File: config.mk
export PLATFORM = sky130hd
export DESIGN_NAME = mcycle_datapath
export DESIGN_NICKNAME = d
export VERILOG_FILES = /design/src/rtl/mcycle_datapath.sv
export SDC_FILE = /design/constraint.sdc
export NUM_CORES = 1
export LEC_CHECK = 0
export ABC_CLOCK_PERIOD_IN_PS = 4100
export CORE_MARGIN = 2
export CORE_UTILIZATION = 60
export DETAILED_ROUTE_END_ITERATION = 12
export MAX_ROUTING_LAYER = met4
export PLACE_DENSITY = 0.82
export SLEW_MARGIN = 40
export SYNTH_ARGS = -nofsm -noshare
export SYNTH_HDL_FRONTEND = slang
export SYNTH_SLANG_ARGS = --single-unit
File: constraint.sdc
create_clock -name CLK -period 4.1 [get_ports CLK]
set_clock_uncertainty 0.05 [all_clocks]
set_input_delay 0.82 -clock CLK [delete_from_list [all_inputs] [get_ports CLK]]
set_output_delay 0.82 -clock CLK [all_outputs]
set_load 0.05 [all_outputs]
File: src/rtl/mcycle_datapath.sv
// Multicycle multiply/divide datapath: shift-add multiply and restoring divide,
// one iteration per Shift pulse, with signed fix-up in a final FIX cycle.
module mcycle_datapath #(
   parameter int width = 32
) (
   input  logic             CLK,
   input  logic             Reset,
   input  logic             Init,
   input  logic             Shift,
   input  logic             MCycleOp,
   input  logic             Signed,
   input  logic [width-1:0] Operand1,
   input  logic [width-1:0] Operand2,
   output logic [width-1:0] Result1,
   output logic [width-1:0] Result2,
   output logic             ResultValid,
   output logic             DivByZero
);

   localparam int cnt_w = $clog2(width + 1);

   typedef enum logic [1:0] {IDLE, RUN, FIX} state_t;

   state_t             state, next_state;
   logic [cnt_w-1:0]   count;
   logic               op_div, neg_res, neg_rem, zero_div;
   logic [width-1:0]   opb, orig_op1;
   logic [2*width-1:0] acc;

   logic               load, step, finish, last_step;
   logic [width-1:0]   abs1, abs2;
   logic [width:0]     mul_sum, rem_sh, trial;
   logic               fits;
   logic [2*width-1:0] mul_next, div_next, prod_fix;
   logic [width-1:0]   quot_fix, rem_fix, fix_r1, fix_r2;

   assign abs1      = (Signed && Operand1[width-1]) ? -Operand1 : Operand1;
   assign abs2      = (Signed && Operand2[width-1]) ? -Operand2 : Operand2;
   assign last_step = (count == cnt_w'(width - 1));

   // NOTE: sequential state is written only with non-blocking assignments so
   // every register samples pre-edge values regardless of block ordering.
   always_ff @(posedge CLK) begin
      if (Reset) state <= IDLE;
      else       state <= next_state;
   end

   // NOTE: each always_comb assigns its outputs a default first, so no path
   // leaves a signal unassigned and no latch is inferred.
   always_comb begin
      next_state = state;
      case (state)
         IDLE:    if (Init) next_state = RUN;
         RUN:     if (Init) next_state = RUN;
                  else if (Shift && last_step) next_state = FIX;
         FIX:     next_state = Init ? RUN : IDLE;
         default: next_state = IDLE;
      endcase
   end

   // Init wins over everything else, which is what makes a restart an abort.
   always_comb begin
      load   = Init;
      step   = (state == RUN) && Shift && !Init;
      finish = (state == FIX) && !Init;
   end

   // Multiply: low half of acc holds the multiplier, opb the multiplicand.
   // Divide: acc is {rem, quot}; the trial uses width+1 bits so the shifted
   // remainder never loses its top bit when the divisor exceeds half range.
   always_comb begin
      mul_sum  = {1'b0, acc[2*width-1:width]} + {1'b0, opb};
      mul_next = acc[0] ? {mul_sum, acc[width-1:1]} : {1'b0, acc[2*width-1:1]};
      rem_sh   = acc[2*width-1:width-1];
      trial    = rem_sh - {1'b0, opb};
      fits     = (rem_sh >= {1'b0, opb});
      div_next = fits ? {trial[width-1:0], acc[width-2:0], 1'b1}
                      : {rem_sh[width-1:0], acc[width-2:0], 1'b0};
   end

   always_comb begin
      prod_fix = neg_res ? -acc : acc;
      quot_fix = neg_res ? -acc[width-1:0] : acc[width-1:0];
      rem_fix  = neg_rem ? -acc[2*width-1:width] : acc[2*width-1:width];
      fix_r1   = prod_fix[width-1:0];
      fix_r2   = prod_fix[2*width-1:width];
      if (op_div) begin
         fix_r1 = quot_fix;
         fix_r2 = rem_fix;
         if (zero_div) begin
            fix_r1 = '1;
            fix_r2 = orig_op1;
         end
      end
   end

   // NOTE: every datapath register is reset, not just the control state, so a
   // fresh operation never depends on leftovers from an aborted one.
   always_ff @(posedge CLK) begin
      if (Reset) begin
         count       <= '0;
         op_div      <= 1'b0;
         neg_res     <= 1'b0;
         neg_rem     <= 1'b0;
         zero_div    <= 1'b0;
         opb         <= '0;
         orig_op1    <= '0;
         acc         <= '0;
         Result1     <= '0;
         Result2     <= '0;
         ResultValid <= 1'b0;
         DivByZero   <= 1'b0;
      end else begin
         ResultValid <= finish;
         if (load) begin
            op_div   <= MCycleOp;
            neg_res  <= Signed && (Operand1[width-1] ^ Operand2[width-1]);
            neg_rem  <= Signed && Operand1[width-1];
            zero_div <= MCycleOp && (Operand2 == '0);
            orig_op1 <= Operand1;
            opb      <= MCycleOp ? abs2 : abs1;
            acc      <= {{width{1'b0}}, (MCycleOp ? abs1 : abs2)};
            count    <= '0;
         end else if (step) begin
            acc   <= op_div ? div_next : mul_next;
            count <= count + cnt_w'(1);
         end
         if (finish) begin
            Result1   <= fix_r1;
            Result2   <= fix_r2;
            DivByZero <= zero_div;
         end
      end
   end

endmodule

==> results.tsv <==
metric	value	unit
Placer Congestion	1.04	
final setup fails	0	
Initial Util	61.0	%
I/O Buffers	135	
Power Dens Cells	310	mW/mm²
Crit Path Max Fanout	11	
Most used DFF post-synth	dfxtp_1	
Hold Crit Class	reg -> reg	
1st-iter DRT viols	2191	
Post-Route WL	65100	µm
Num CTS Buffers	24	
largest net degree at the start of global routing	63	
Root Buffer	clkbuf_16	
asr flop ratio synth	0	%
CTS H-tree depth	1	
total number of vias	18713	
Top Family by Delay on Critical Path	compound AO/OA/AOI/OAI gates	
hold buffer count at CTS	0	
CP Class	reg -> reg	
drt wl/cell	23.7	µm
post-synth net total	2426	
Setup crit start kind	flip-flop	
Post-CTS Setup Bufs	0	
Netlist cell types	91	
clock latency on the worst-skew pair	0.55	ns
Comb power frac	27.5	%
layout cells sized above 1	7.73	%
CTS tree	done	
Layout area overhead	15.4	%
vias per cell	6.81	
Clock Path Buffers	3	
Post-synth EDFFs	0	
status	completed	
Final Cycle Share	89.0	%
Critical Path, Cell by Cell	ha_1 -> a211oi_1 -> o21bai_1 -> a22o_1 -> o41ai_1 -> o41ai_1 -> or4b_2 -> mux2i_1 -> a22o_1	
Seq/Total Area, Yosys	24.3	%
antenna viol nets, final	0	
worst hold path startpoint	Result2[31]	
final hold vios	0	
All-Layer GR Usage	44.3	%
final setup margin	0.452	ns
post-synthesis area per instance	7.43	µm²
Worst Max-Slew Pin Slew	0.905	ns
cell internal pwr	0.00399	W
achievable frequency	274	MHz
CP bufs+invs	0	
Place WS	0.295	ns
vias in the first global route	17429	
Std-Cell Rows	61	
Die Area	0.0297	mm²
Yosys warnings	0	
Yosys reg bits	206	
Reg power frac	36.6	%
worst vdd ir	0.322	mV
# DRC	0	
Period minus WS final	3.65	ns
Syn Std Cell Area	0.0170	mm²
CTS clk-pin slew, worst paths	0.06	ns
Req. time, crit path	4.48	ns
Worst R2R Start	acc[34]	
clock network fraction of design power	36.0	%
Slew HR	39.2	%
Net Sw Power	0.00208	W
max cap viols	0	
total power	0.00607	W
slowest stage delay, CP	0.71	ns
Critical-path top delay cell	o41ai_1	
cell area after layout	0.0196	mm²
crit path launch	acc[34]	
HPWL Detailed	49600	µm
Post-Syn Instances	2285	
final net count	2493	
ant diodes	0	
CTS Sinks	206	
filler cell count	2341	
RSZ-0062 raised after global routing	no	
I/O pins	136	
global-route wire length before repair	98800	µm
LEAKAGE	7.64	nW
Critical Path AT	4.03	ns
die height	172	µm
Pre-antenna DRT Iters	7	
post-cts sizing count	0	
sw frac	34.3	%
gr ovfl total	0	
placed cell area	0.0188	mm²
Max Slew Vio Count	0	
Die X	172	µm
Worst setup EP type	flip-flop	
Core Area	0.0279	mm²
initial antenna violation count	0	
setup TNS	0	ns
## kinds of logic after synthesis
logic type                 Yosys count  synth area share [%]
buffers and inverters              243                  5.57
and+or+nand+nor                    708                  20.0
AOI/OAI and AO/OA                  749                  28.0
xor gates and xnor gates           186                  9.59
DFF                                206                  24.3
adders and majority gates           71                  5.32
muxes                              122                  7.23
## cell usage after synthesis (10+ instances only)
master	n	share of area, %
nor2_1	238	5.3
dfxtp_1	206	24
nand2_1	206	4.6
a21oi_1	204	6.0
o21ai_0	201	5.9
clkbuf_1	149	3.3
mux2i_1	117	6.9
xnor2_1	94	4.8
xor2_1	92	4.7
ha_1	69	5.1
inv_1	59	1.3
a211oi_1	56	2.5
o31ai_1	41	1.8
nand3_1	40	1.2
o211ai_1	40	1.8
nor3_1	37	1.1
a31oi_1	28	1.0
nand4_1	21	0.77
nor4_1	21	0.77
or3_1	19	0.70
a21o_1	17	0.75
or4_1	17	0.75
nand2b_1	16	0.59
buf_1	15	0.33
o41ai_1	15	0.77
a221oi_1	14	0.72
buf_2	14	0.41
nor2b_1	14	0.52
o21a_1	14	0.62
and2_1	11	0.41
or2_2	11	0.41
and3_1	10	0.37
o21bai_1	10	0.44
o221ai_1	10	0.52
## metal layers
metal,GRT usage [%],part of all wire [%],up-vias
li1,-,-,8458
met1,55.8,39,8738
met2,66.4,43,1206
met3,8.54,11,311
met4,25.4,7.3,0
met5,-,0,-
## area by class of cell
type	instances	area, µm²	share of cell area, %
clock buffer	35	682	3.48
tap	378	473	2.41
clock inverter	7	98.8	0.504
timing repair buffer	222	2030	10.4
sequential	206	4130	21.1
multi-input combinational	1836	12000	61.0
inverter	62	233	1.19
## path summary, 6_finish.rpt
path | to | cells after the start | slack, ns
min | Result2[31] | 2 | 0.40
max reg2reg | acc[57] | 9 | 0.45
max | acc[57] | 9 | 0.45
min reg2reg | Result2[31] | 2 | 0.40
## metrics by stage
| step | utilization [%] | hold slack [ns] | std cells |
|---|---|---|---|
| 2_1_floorplan | - | 0.404 | 2285 |
| 5_1_grt | 70.4 | 0.419 | 2746 |
| 6_report | 70.4 | 0.400 | 2746 |
| 4_1_cts | 70.3 | 0.404 | 2745 |
| 3_5_place_dp | 67.5 | 0.391 | 2703 |
| 3_3_place_gp | 67.4 | 0.389 | 2703 |
## worst reg2reg max path, delay by kind of cell, from the launching register on
family / cells / cell delay [ns]
AO/OA/AOI/OAI: 6 / 1.65
adder cells (fa/ha/maj): 1 / 0.35
flip-flops: 1 / 0.66
multiplexers: 1 / 0.15
AND/OR/NAND/NOR: 1 / 0.66
## cell usage in the layout, fill, tap and decap left out, drive strengths merged, types with 10 or more instances in the layout
| cell | count |
|---|---|
| nor2 | 238 |
| nand2 | 206 |
| dfxtp | 206 |
| a21oi | 205 |
| o21ai | 205 |
| clkdlybuf4s50 | 132 |
| mux2i | 117 |
| xnor2 | 94 |
| xor2 | 92 |
| buf | 90 |
| ha | 69 |
| inv | 61 |
| a211oi | 56 |
| o31ai | 41 |
| nand3 | 41 |
| o211ai | 40 |
| nor3 | 38 |
| clkbuf | 35 |
| a31oi | 28 |
| nor4 | 25 |
| nand4 | 22 |
| or3 | 21 |
| or4 | 20 |
| a21o | 17 |
| nand2b | 16 |
| o41ai | 16 |
| a221oi | 14 |
| o21a | 14 |
| nor2b | 14 |
| and2 | 13 |
| or2 | 12 |
| o221ai | 10 |
| o21bai | 10 |
| and3 | 10 |
## state kept, by name, indices dropped and copies added, names as in the netlist
| signal | count |
|---|---|
| acc | 64 |
| Result1 | 32 |
| Result2 | 32 |
| opb | 32 |
| orig_op1 | 32 |
| count | 6 |
| state | 2 |
| DivByZero | 1 |
| ResultValid | 1 |
| neg_rem | 1 |
| neg_res | 1 |
| op_div | 1 |
| zero_div | 1 |
## power by group through the flow
| stage | logic (W) | clock network (W) | registers, W |
|---|---|---|---|
| after floorplan | 0.00113 | 0 | 0.00217 |
| after global placement | 0.00156 | 0 | 0.00226 |
| after detailed placement | 0.00159 | 0 | 0.00226 |
| after CTS | 0.00160 | 0.00218 | 0.00222 |
| after global routing | 0.00178 | 0.00225 | 0.00222 |
| final | 0.00167 | 0.00218 | 0.00222 |
(Power assumes the default switching activity.)
==> variant, RTL diff (same flow settings) <==
Set the parameter `width` to 16 (it was 32).
--- a/src/rtl/mcycle_datapath.sv
+++ b/src/rtl/mcycle_datapath.sv
@@ -1,7 +1,7 @@
 // Multicycle multiply/divide datapath: shift-add multiply and restoring divide,
 // one iteration per Shift pulse, with signed fix-up in a final FIX cycle.
 module mcycle_datapath #(
-   parameter int width = 32
+   parameter int width = 16
 ) (
    input  logic             CLK,
    input  logic             Reset,
Interface: changed (resized Operand1, Operand2, Result1 and Result2); port bits go from 136 to 72. The function was not compared with the original's and may differ.
==> variant against the unedited design <==
Power decreased by 55%; sequential cell count decreased by 97; worst hold slack improved by 3.8 ps; cell area decreased by 53%; die area decreased by 51%; setup slack improved by 320 ps; clock power decreased by 58%; wire length decreased by 65%; synthesized area decreased by 52%; first-iteration DRC count decreased by 68%; largest cell class unchanged.
==> variant: results (changes against the unedited design) <==
- The register bank with the most flops is acc.
- The final net count was 1,156 (-54%).
- The first-pass GRT wire length is 36.9 mm (-63%).
- The number of gates resized after CTS is 0 (unchanged).
- The switching part of the total came to 0.317 (-0.0260).
- The commonest cells after synthesis are nor2_1, dfxtp_1, a21oi_1, nand2_1, mux2i_1.
- Summed over all instances, the cell type with the most area after synthesis is dfxtp_1.
- The clock network latency to the later pin of the worst-skew pair is 360 ps (-190 ps).
- The flow ran to the end, and the final reports show no timing, DRC or antenna violations.
- The layout cell share with drive strength beyond 1 was 0.0517 (-0.0256).
- The weighted congestion at the end of routability-driven global placement is 0.971 (-6.7%).
- The placement-stage worst setup slack is 515 ps (+220 ps).
- The placed cell area is 0.00887 mm2 (-53%).
- The buffer cell driving the clock tree root is clkbuf_16.
- The setup TNS is 0 ps (unchanged).
- The post-DP HPWL is 16.9 mm (-66%).
- The number of vias per cell is 6.27 (-7.9%).
- The maximum number of pins on one net before global-route repair is 68 (+7.9%).
- By area the synthesized netlist is led by dfxtp_1, mux2i_1, a21oi_1.
- The delay of the slowest cell on the worst path is 680 ps (-30 ps).
- The number of clock buffers inserted by TritonCTS was 9 (-63%).
- The tightest min-delay check is of the reg2reg type.
- The data arrival time at the worst-slack endpoint is 3540 ps (-490 ps).
- The count of fill cells added during filler insertion came to 1,132 (-52%).
- The CTS clock-pin slew for the worst setup and hold paths is 80 ps (+20 ps).
- The post-CTS setup-driven buffer insertion count is 0 (unchanged).
- The unique cell type count in the Yosys netlist is 62 (-32%).
- The worst-case clock buffer depth is 2 (-1).
- The number of antenna violations at the first check in global routing is 0 (unchanged).
- The number of setup violations in the final report came to 0 (unchanged).
- The sequential area share after synthesis was 0.268 (+0.0251).
- The flip-flop count of the largest register, all copies and words added is 32 (-50%).
- The maximum VDD drop is 0.000191 V (-41%).
- The violation count after the first detailed-route iteration was 697 (-68%).
- The total of warnings raised by yosys is 0 (unchanged).
- The final antenna diode count was 0 (unchanged).
- The maximum fanout along the worst path was 26 (+15).
- The number of nets produced by synthesis came to 1,142 (-53%).
- The via count of the first global-routing pass is 7,213 (-59%).
- The leakage component of the power is 0.00350 uW (-54%).
- The combined global-route utilization of all metal layers was 0.328 (-0.115).
- The transition time at the pin with the least slew margin came to 857 ps (-47.9 ps).
- The number of buffers inserted by port buffering is 71 (-47%).
- The post-detailed-route wirelength per cell is 18.2 um (-23%).
- The async set-reset flop share out of synthesis is 0 (unchanged).
- The number of enable flip-flop cells after synthesis came to 0 (unchanged).
- The number of search-and-repair iterations in the first detailed-routing pass came to 6 (-1).
- The H-tree depth is 3 (+2).
- The master of the slowest instance on the critical path is dfxtp_1.
-- variant: changes by cell type in the layout (fill, tap and decap cells not counted), moves of 63 or more --
cell	delta
a21oi_1	-102
buf_4	-70
clkdlybuf4s50_1	-63
dfxtp_1	-96
nand2_1	-107
nor2_1	-106
o21ai_0	-145
-- variant: final timing paths --
kind / start / endpoint / cells past startpoint / slack, ps
worst max register to register: acc[23] / acc[16] / 8 / 780
worst min-delay path: Result2[5] / Result2[5] / 2 / 400
worst min register to register: Result2[5] / Result2[5] / 2 / 400
worst max-delay path: acc[23] / acc[16] / 8 / 780
-- variant: area by class of cell --
cell class,instances,area [um2],share of cell area
Tap cell,176,220,0.0240
Timing Repair Buffer,87,821,0.0895
Clock buffer,12,246,0.0269
Sequential cell,109,2180,0.238
Inverter,37,139,0.0151
Clock inverter,4,56.3,0.00614
Multi-Input combinational cell,834,5500,0.600
-- variant: power by group through the flow --
stage | sequential, uW | combinational, uW | clock (uW)
floorplan | 1150 | 510 | 0
global placement | 1190 | 641 | 0
detailed placement | 1190 | 651 | 0
CTS | 1170 | 656 | 912
global route | 1180 | 736 | 950
finish | 1170 | 668 | 907
-- variant: kinds of logic (layout without fill, tap and decap cells) --
| logic type | after synthesis | count (layout) | synth area share |
|---|---|---|---|
| AO/OA/AOI/OAI | 309 | 309 | 0.245 |
| XOR/XNOR | 95 | 95 | 0.102 |
| adder cells (fa/ha/maj) | 40 | 40 | 0.0633 |
| buffers and inverters | 121 | 140 | 0.0570 |
| flip-flops | 109 | 109 | 0.268 |
| multiplexers | 72 | 72 | 0.0892 |
| AND/OR/NAND/NOR | 318 | 318 | 0.176 |
-- variant: through the flow --
stage	hold WS (ps)	std cells
after floorplan	401	1064
after global placement	393	1243
after detailed placement	399	1243
after CTS	409	1259
after global routing	437	1259
final	404	1259
-- variant: routing by layer --
metal / global-route usage / up-vias / part of all wire
met3: 0.0646 / 61 / 0.077
met1: 0.422 / 3688 / 0.42
li1: - / 3823 / -
met4: 0.142 / 0 / 0.039
met2: 0.505 / 326 / 0.46
met5: - / - / 0
-- variant: worst max-delay path: cells and delay by family, from the launching register on --
family                   cells  cell delay [ps]
adder cells (fa/ha/maj)      1              390
AND/OR/NAND/NOR              1               80
AO/OA/AOI/OAI                5             1630
flip-flops                   1              680
multiplexers                 1              400
